$ cat src/rtl/nn_pkg.sv
// nn_pkg - shared types and defaults for the dot-product sequencer slice.
//   state_t : sequencer FSM states
//   DEF_*   : default widths and MAC pipeline latency
//   data_t  : signed operand / result type at the default width
package nn_pkg;

  localparam int DEF_DATA_W  = 8;
  localparam int DEF_LEN_W   = 8;
  localparam int DEF_MAC_LAT = 1;

  typedef enum logic [2:0] {
    IDLE  = 3'd0,
    CLEAR = 3'd1,
    RUN   = 3'd2,
    DRAIN = 3'd3,
    DONE  = 3'd4
  } state_t;

  typedef logic signed [DEF_DATA_W-1:0] data_t;

endpackage

$ cat src/rtl/mac_seq_ctrl_if.sv
// mac_seq_ctrl_if - scheduler-facing handshakes of the dot-product sequencer.
//   cmd_*   : command channel (valid/ready + length)
//   abort   : synchronous abort of the running command
//   op_*    : operand-pair stream (valid/ready + a/b)
//   res_*   : result channel (valid/ready + data)
//   master  : scheduler side, slave : sequencer side
interface mac_seq_ctrl_if
  import nn_pkg::*;
#(
  parameter int DATA_W = DEF_DATA_W,
  parameter int LEN_W  = DEF_LEN_W
) ();

  logic              cmd_valid;
  logic              cmd_ready;
  logic [LEN_W-1:0]  cmd_len;
  logic              abort;
  logic              op_valid;
  logic              op_ready;
  logic [DATA_W-1:0] op_a;
  logic [DATA_W-1:0] op_b;
  logic              res_valid;
  logic              res_ready;
  logic [DATA_W-1:0] res_data;

  modport master (
    output cmd_valid, cmd_len, abort, op_valid, op_a, op_b, res_ready,
    input  cmd_ready, op_ready, res_valid, res_data
  );

  modport slave (
    input  cmd_valid, cmd_len, abort, op_valid, op_a, op_b, res_ready,
    output cmd_ready, op_ready, res_valid, res_data
  );

endinterface

$ cat src/rtl/mac_seq_ctrl.sv
// mac_seq_ctrl - sequences an external MAC through one signed dot product
// of cmd_len operand pairs and returns the wrapped accumulator value.
//   clk        : system clock, rising edge
//   reset      : asynchronous active-low reset
//   bus        : command / operand / result handshakes (slave modport)
//   mac_clr    : clear pulse for the MAC accumulator
//   mac_enable : MAC accumulate enable, one cycle per accepted beat
//   mac_a/b    : registered operands to the MAC
//   mac_out    : MAC accumulator value
//   busy       : high whenever not idle
// All outputs are registered.
module mac_seq_ctrl
  import nn_pkg::*;
#(
  parameter int DATA_W  = DEF_DATA_W,
  parameter int LEN_W   = DEF_LEN_W,
  parameter int MAC_LAT = DEF_MAC_LAT
) (
  input  logic              clk,
  input  logic              reset,
  mac_seq_ctrl_if.slave     bus,
  output logic              mac_clr,
  output logic              mac_enable,
  output logic [DATA_W-1:0] mac_a,
  output logic [DATA_W-1:0] mac_b,
  input  logic [DATA_W-1:0] mac_out,
  output logic              busy
);

  // Drain counter only needs to reach MAC_LAT.
  localparam int DC_W = (MAC_LAT < 2) ? 1 : $clog2(MAC_LAT + 1);

  state_t            state_reg;
  logic [LEN_W-1:0]  len_reg;
  logic [LEN_W-1:0]  cnt_reg;
  logic [DC_W-1:0]   drain_reg;
  logic              cmd_ready_reg;
  logic              op_ready_reg;
  logic              res_valid_reg;
  logic [DATA_W-1:0] res_data_reg;

  assign bus.cmd_ready = cmd_ready_reg;
  assign bus.op_ready  = op_ready_reg;
  assign bus.res_valid = res_valid_reg;
  assign bus.res_data  = res_data_reg;

  always_ff @(posedge clk or negedge reset) begin
    if (!reset) begin
      state_reg     <= IDLE;
      len_reg       <= '0;
      cnt_reg       <= '0;
      drain_reg     <= '0;
      cmd_ready_reg <= 1'b1;
      op_ready_reg  <= 1'b0;
      res_valid_reg <= 1'b0;
      res_data_reg  <= '0;
      mac_clr       <= 1'b0;
      mac_enable    <= 1'b0;
      mac_a         <= '0;
      mac_b         <= '0;
      busy          <= 1'b0;
    end else begin
      // Clear and enable are single-cycle pulses unless re-asserted below.
      mac_clr    <= 1'b0;
      mac_enable <= 1'b0;

      if (bus.abort && (state_reg inside {CLEAR, RUN, DRAIN})) begin
        // Abort wins over any beat offered on the same edge; the clear
        // pulse leaves the MAC clean even if a beat was already in flight.
        state_reg     <= IDLE;
        mac_clr       <= 1'b1;
        op_ready_reg  <= 1'b0;
        cmd_ready_reg <= 1'b1;
        busy          <= 1'b0;
      end else begin
        case (state_reg)
          IDLE: begin
            // Zero-length commands are consumed without leaving IDLE.
            if (bus.cmd_valid && (bus.cmd_len != '0)) begin
              state_reg     <= CLEAR;
              len_reg       <= bus.cmd_len;
              cnt_reg       <= '0;
              cmd_ready_reg <= 1'b0;
              busy          <= 1'b1;
              mac_clr       <= 1'b1;
            end
          end
          CLEAR: begin
            // len >= 1, so at least one beat is always wanted.
            state_reg    <= RUN;
            op_ready_reg <= 1'b1;
          end
          RUN: begin
            if (bus.op_valid) begin
              mac_a      <= bus.op_a;
              mac_b      <= bus.op_b;
              mac_enable <= 1'b1;
              cnt_reg    <= cnt_reg + LEN_W'(1);
              if ((cnt_reg + LEN_W'(1)) == len_reg) begin
                state_reg    <= DRAIN;
                op_ready_reg <= 1'b0;
                drain_reg    <= '0;
              end
            end
          end
          DRAIN: begin
            // Capture once the MAC has had MAC_LAT edges past sampling
            // the final beat.
            if (drain_reg == DC_W'(MAC_LAT)) begin
              state_reg     <= DONE;
              res_data_reg  <= mac_out;
              res_valid_reg <= 1'b1;
            end else begin
              drain_reg <= drain_reg + DC_W'(1);
            end
          end
          DONE: begin
            if (bus.res_ready) begin
              state_reg     <= IDLE;
              res_valid_reg <= 1'b0;
              cmd_ready_reg <= 1'b1;
              busy          <= 1'b0;
            end
          end
          default: begin
            state_reg     <= IDLE;
            op_ready_reg  <= 1'b0;
            res_valid_reg <= 1'b0;
            cmd_ready_reg <= 1'b1;
            busy          <= 1'b0;
          end
        endcase
      end
    end
  end

endmodule

$ cat src/flat_wrapper.sv
// flat-port wrapper written by rule: the top's interface ports become plain ports
module mac_seq_ctrl_flat import nn_pkg::*;
#(
  parameter int DATA_W  = DEF_DATA_W,
  parameter int LEN_W   = DEF_LEN_W,
  parameter int MAC_LAT = DEF_MAC_LAT
)
  (clk, reset, mac_clr, mac_enable, mac_a, mac_b, mac_out, busy, bus_cmd_valid, bus_cmd_len, bus_abort, bus_op_valid, bus_op_a, bus_op_b, bus_res_ready, bus_cmd_ready, bus_op_ready, bus_res_valid, bus_res_data);
  mac_seq_ctrl_if #(.DATA_W(DATA_W), .LEN_W(LEN_W)) bus_i ();
  input  logic clk;
  input  logic reset;
  output logic mac_clr;
  output logic mac_enable;
  output logic [DATA_W-1:0] mac_a;
  output logic [DATA_W-1:0] mac_b;
  input  logic [DATA_W-1:0] mac_out;
  output logic busy;
  input wire logic [$bits(bus_i.cmd_valid)-1:0] bus_cmd_valid;
  input wire logic [$bits(bus_i.cmd_len)-1:0] bus_cmd_len;
  input wire logic [$bits(bus_i.abort)-1:0] bus_abort;
  input wire logic [$bits(bus_i.op_valid)-1:0] bus_op_valid;
  input wire logic [$bits(bus_i.op_a)-1:0] bus_op_a;
  input wire logic [$bits(bus_i.op_b)-1:0] bus_op_b;
  input wire logic [$bits(bus_i.res_ready)-1:0] bus_res_ready;
  output wire logic [$bits(bus_i.cmd_ready)-1:0] bus_cmd_ready;
  output wire logic [$bits(bus_i.op_ready)-1:0] bus_op_ready;
  output wire logic [$bits(bus_i.res_valid)-1:0] bus_res_valid;
  output wire logic [$bits(bus_i.res_data)-1:0] bus_res_data;
  assign bus_i.cmd_valid = bus_cmd_valid;
  assign bus_i.cmd_len = bus_cmd_len;
  assign bus_i.abort = bus_abort;
  assign bus_i.op_valid = bus_op_valid;
  assign bus_i.op_a = bus_op_a;
  assign bus_i.op_b = bus_op_b;
  assign bus_i.res_ready = bus_res_ready;
  assign bus_cmd_ready = bus_i.cmd_ready;
  assign bus_op_ready = bus_i.op_ready;
  assign bus_res_valid = bus_i.res_valid;
  assign bus_res_data = bus_i.res_data;
  mac_seq_ctrl #(.DATA_W(DATA_W), .LEN_W(LEN_W), .MAC_LAT(MAC_LAT)) u_core (.clk(clk), .reset(reset), .bus(bus_i), .mac_clr(mac_clr), .mac_enable(mac_enable), .mac_a(mac_a), .mac_b(mac_b), .mac_out(mac_out), .busy(busy));
endmodule
$ cat config.mk
export PLATFORM = sky130hd
export DESIGN_NAME = mac_seq_ctrl_flat
export DESIGN_NICKNAME = d
export VERILOG_FILES = /design/src/rtl/nn_pkg.sv /design/src/rtl/mac_seq_ctrl_if.sv /design/src/rtl/mac_seq_ctrl.sv /design/src/flat_wrapper.sv
export SDC_FILE = /design/constraint.sdc
export NUM_CORES = 1
export LEC_CHECK = 0
export CORE_MARGIN = 8
export CORE_UTILIZATION = 47
export DETAILED_ROUTE_END_ITERATION = 10
export PLACE_DENSITY = 0.81
export SYNTH_ARGS = -nofsm -noshare
export SYNTH_HDL_FRONTEND = slang
export SYNTH_SLANG_ARGS = --single-unit
$ cat constraint.sdc
create_clock -name clk -period 2.8 [get_ports clk]
set_clock_uncertainty 0.1 [all_clocks]
set_input_delay 0.7 -clock clk [delete_from_list [all_inputs] [get_ports clk]]
set_output_delay 0.7 -clock clk [all_outputs]
set_load 0.02 [all_outputs]
Word-level counts from Yosys, hierarchy flattened
Index checks and enable logic that the tools add are counted.
{ "classes": {"n_bitwise": 2, "addsub": 2, "muxes": 32, "reduce_logical": 19, "eq_ne": 17} }
{ "op_table": {"columns": ["operator", "count"], "rows": [
  ["$mux W3", 6],
  ["$mux W1", 17],
  ["$mux W8", 2],
  ["$pmux W8 S2", 1],
  ["$pmux W3 S5", 1],
  ["$reduce_and A3 Y1", 5],
  ["$pmux W1 S3", 4],
  ["$reduce_and A4 Y1", 3],
  ["$reduce_or A3 Y1", 3],
  ["$add A8 B1 Y8 const B", 1],
  ["$eq A8 B8 Y1", 1],
  ["$ne A2 B1 Y1 const B", 4],
  ["$reduce_bool A8 Y1", 1],
  ["$eq A3 B2 Y1 const B", 2],
  ["$ne A2 B2 Y1 const B", 3],
  ["$ne A3 B2 Y1 const B", 2],
  ["$ne A3 B3 Y1 const B", 2],
  ["$reduce_and A5 Y1", 1],
  ["$reduce_bool A2 Y1", 2],
  ["$eq A3 B1 Y1 const B", 1],
  ["$eq A3 B3 Y1 const B", 1],
  ["$logic_not A3 Y1", 1],
  ["$ne A3 B1 Y1 const B", 1],
  ["$reduce_bool A3 Y1", 1],
  ["4 further kinds", 6]
]} }
{ "word_totals": {"wordCells": 85, "register_bits": 50} }

Longest topological paths before layout
{ "depth": {"word_depth": 6, "ltp_mapped": 7} }

Worst setup path before layout
OpenSTA, ideal clock, no wires.
{ "synth_path": {"path_kind": "reg-to-reg", "start": "register u_core.cnt_reg[0]", "end": "register u_core.op_ready_reg, in the netlist u_core.bus.op_ready", "setup_ns": 0.136, "arrival_ns": 1.951, "slack_ns": 0.612, "n_path_buf": 1, "path_stages_with_launch": 8, "cell_sequence": "dfrtp_1 > ha_1 > buf_6 > and3_4 > and3_1 > or4_4 > nor4_1 > o32ai_1"} }
{ "synth_between": {"elab_chain_len": 4} }
{ "synth_lines": {"columns": ["item", "line_no", "rtl"], "rows": [
  ["from (decl)", "mac_seq_ctrl.sv:35", "logic [LEN_W-1:0] cnt_reg;"],
  ["from (signal assigned)", "mac_seq_ctrl.sv:98", "cnt_reg <= cnt_reg + LEN_W'(1);"],
  ["$add A8 B1 Y8", "mac_seq_ctrl.sv:99", "if ((cnt_reg + LEN_W'(1)) == len_reg) begin"],
  ["$eq A8 B8 Y1", "mac_seq_ctrl.sv:99", null],
  ["$ne A3 B3 Y1 (no source line)", null, null],
  ["$reduce_and A3 Y1 (no source line)", null, null],
  ["to (signal assigned)", "mac_seq_ctrl.sv:91", "op_ready_reg <= 1'b1;"],
  ["to (signal assigned)", "mac_seq_ctrl.sv:101", "op_ready_reg <= 1'b0;"],
  ["to (signal assigned)", "mac_seq_ctrl.sv:127", "op_ready_reg <= 1'b0;"],
  ["to (decl)", "mac_seq_ctrl.sv:38", "logic op_ready_reg;"]
]} }
No other way between the ends.
A chain may end at the register's enable or synchronous reset.

Worst setup path after layout
Ends and elaborated chain as after synthesis.

==> flow_summary.ini <==
[sta]
hold_ws_ns = 0.213
report.final.hold_viol_count = 0
timing.final.setup_violations = 0
max_freq_mhz = 418
finalSetupTns_ns = 0
layout_worst_path_cycle_share_pct = 85.3
worst_slack_ns = 0.410
worst-slew-pin-transition_ns = 0.435
timing.max_slew.rel_slack_pct = 70.7
slew_violations = 0
final.min_clock_period_ns = 2.39
rsz0062_at_grt = false

[drt]
viasPerCell = 5.27
route.vias.total = 1802
final_antenna_net_count = 0
routed_wire_length_per_instance_um = 15.5
routed_wirelength_mm = 5.30
drt_pre_antenna_iters = 4
drt_drc_violations_left = 0
drt_iter0_markers = 82

[cts]
postCtsResizedCells = 0
htree_num_levels = 2
numCtsBuffers = 5
cts_post_setup_buffers_inserted = 0
hold_buffers = 0
cts.root.buffer_cell = sky130_fd_sc_hd__clkbuf_8
worst_setup_hold_path_clk_slew_ns = 0.09
worst_skew_pair.late_latency_ns = 0.30
tritoncts = yes
clock_tree.buffer_depth = 2
clock_sinks = 50

[die]
dieArea_um2 = 7270
floorplan.initialDensity_pct = 48.4
number_of_standard_cell_rows_in_the_floorplan = 25
core_area_um2 = 4660
die_w_um = 85.3
fp.dieH_um = 85.3
ioPinCount = 68

[setup_path]
ff2ff_setup_slack_ns = 0.41
start_kind = register
timing.critical_path.cells = ha_1 -> and3_4 -> and3_1 -> or4_4 -> nor4_1 -> o32ai_1
cpLargestDelayFamily = simple AND/OR/NAND/NOR gates
worst_r2r_path_depth = 6
worst_path_max_fanout = 7
critical_path.reg2reg.startpoint = u_core.cnt_reg[0]
critical_path_slowest_stage_cell = sky130_fd_sc_hd__or4_4
critical_path_class = reg -> reg
critPathCaptureType = register
cp_slowest_stage_delay_ns = 0.53
required_ns = 2.87
critical_path.reg2reg.endpoint = u_core.bus.op_ready
worst_path_buf_inv = 0
worstPathArrival_ns = 2.46

[layout]
n_antenna_cell = 0
syn2layout_area_growth_pct = 35.8
final_layout_size_suffix_gt1_share_pct = 14.2
nets = 327

[synth]
synth.net_count = 254
yosys.area_share.xor_xnor_pct = 3.88
synth_seq_cells = 50
synth_area_per_cell_um2 = 10.5
distinct_cell_type_count_of_the_synthesized_netlist = 43
yosys.area_share.simple_pct = 18.5
yosys_warnings = 0
dominant_combinational_cell_family_by_area_after_synthesis = simple AND/OR/NAND/NOR gates
netlist_area_um2 = 2250
number_of_cells_produced_by_synthesis = 215
seq_area_frac_synth_pct = 55.5
synth_largest_type_area_fraction_pct = 54.4
postSynth.asyncResetShare_pct = 100
netlist_top_cells_area = sky130_fd_sc_hd__dfrtp_1 54%, sky130_fd_sc_hd__nand2_1 10%, sky130_fd_sc_hd__mux2_2 8.0%, sky130_fd_sc_hd__o21ai_0 3.1%, sky130_fd_sc_hd__xnor2_1 3.1%
post_synth_fa_ha_maj_area_fraction_pct = 0.555
yosys.cell_count.top_type = sky130_fd_sc_hd__nand2_1
synthTopCellsByCount = 61 x sky130_fd_sc_hd__nand2_1, 49 x sky130_fd_sc_hd__dfrtp_1, 16 x sky130_fd_sc_hd__mux2_2, 14 x sky130_fd_sc_hd__o21ai_0, 8 x sky130_fd_sc_hd__xnor2_1
synth_top_area_cell = sky130_fd_sc_hd__dfrtp_1
synth_compound_gate_area_share_pct = 9.93
number_of_flops_mapped_to_enable_cells_by_yosys = 0
dominantRegCellSynth = sky130_fd_sc_hd__dfrtp_1
synth_mux_area_share_pct = 7.99

[grt]
gr-max-usage-layer = met2
grt_use_met3_pct = 8.88
globalRoute.totalOverflow = 0
antenna_found_initial = 0
gr-usage-met1_pct = 18.0
grt.total_usage_pct = 15.5
global_route.usage.met2_pct = 24.4
first_global_vias = 1962
grt_start_max_net_pins = 27
grt_first_pass_wirelength_mm = 9.16

[placed_design]
gp_congestion = 0.776
dp.final_hpwl_mm = 4.00
port_buffers = 67
dp_slack_ns = 0.198

[power_and_ir_drop]
leak_nw = 1.39
seqPwrFrac_pct = 42.7
irDropWorstVdd_v = 0.000544
power_density_nw_per_um2 = 894
comb_power_share_pct = 42.8
power.clock.fraction_pct = 14.5
swShare_pct = 35.2
cellInternalPower_mw = 1.78
p_switching_mw = 0.963

[run_status]
status = complete, no violations

[run]
max-cap-violations = 0

[min_path]
min_path_type = in -> async
[cells by family (layout without fill, tap and decap cells)]
logic type               after synthesis  count (layout)
AO/OA/AOI/OAI                         35              35
XOR/XNOR                              10              10
adder cells (fa/ha/maj)                1               1
buffers and inverters                 13              86
flip-flops                            50              50
multiplexers                          16              16
AND/OR/NAND/NOR                       90              90
[per-layer routing]
| layer | vias to the layer above | wire, um |
|---|---|---|
| met5 | - | 0 |
| met4 | 0 | 48 |
| met3 | 6 | 616 |
| met2 | 57 | 2470 |
| met1 | 861 | 2160 |
| li1 | 878 | - |
[metrics by stage]
| stage | instances | instance area (um^2) | power (mW) | utilization [%] |
|---|---|---|---|---|
| 3_5_place_dp | 335 | 2990 | 2.37 | 64.1 |
| 3_3_place_gp | 335 | 2990 | 2.34 | 64.1 |
| 4_1_cts | 342 | 3060 | 2.77 | 65.7 |
| 2_1_floorplan | 215 | 2250 | 1.79 | - |
| 5_1_grt | 342 | 3060 | 2.91 | 65.7 |
| 6_report | 342 | 3060 | 2.74 | 65.7 |
[area by class of cell]
| class | count | area, um^2 |
|---|---|---|
| Clock buffer | 7 | 76.3 |
| Multi-Input combinational cell | 152 | 921 |
| Tap cell | 54 | 67.6 |
| Inverter | 3 | 11.3 |
| Fill cell | 384 | 1600 |
| Sequential cell | 50 | 1250 |
| Timing Repair Buffer | 76 | 733 |
[how the worst max path moves through the flow]
| stage | startpoint | end | depth (start not counted) |
|---|---|---|---|
| after floorplan | u_core.cnt_reg[0] | u_core.bus.op_ready | 7 |
| after global placement | bus_cmd_valid | u_core.len_reg[6] | 5 |
| after detailed placement | bus_cmd_valid | u_core.len_reg[1] | 5 |
| after CTS | u_core.cnt_reg[0] | u_core.bus.op_ready | 6 |
| after global routing | u_core.cnt_reg[0] | u_core.drain_reg | 6 |
| final | u_core.cnt_reg[0] | u_core.bus.op_ready | 6 |
[cells in the final DEF (no fill, tap or decap), drive strengths merged, types with 4 or more instances in the layout]
master          n
and3            6
nand3           4
dfrtp          49
nand2          61
a21oi           5
clkbuf          7
nor2            6
clkdlybuf4s50  66
xnor2           8
o21ai          15
mux2           16
buf            10
[power by group through the flow]
stage / logic (mW) / registers, mW / clock network [mW]
2_1_floorplan: 0.401 / 1.39 / 0
3_3_place_gp: 1.17 / 1.17 / 0
3_5_place_dp: 1.19 / 1.18 / 0
4_1_cts: 1.19 / 1.17 / 0.401
5_1_grt: 1.27 / 1.21 / 0.432
6_report: 1.17 / 1.17 / 0.397
No activity file was read; power rests on OpenSTA's default activity.
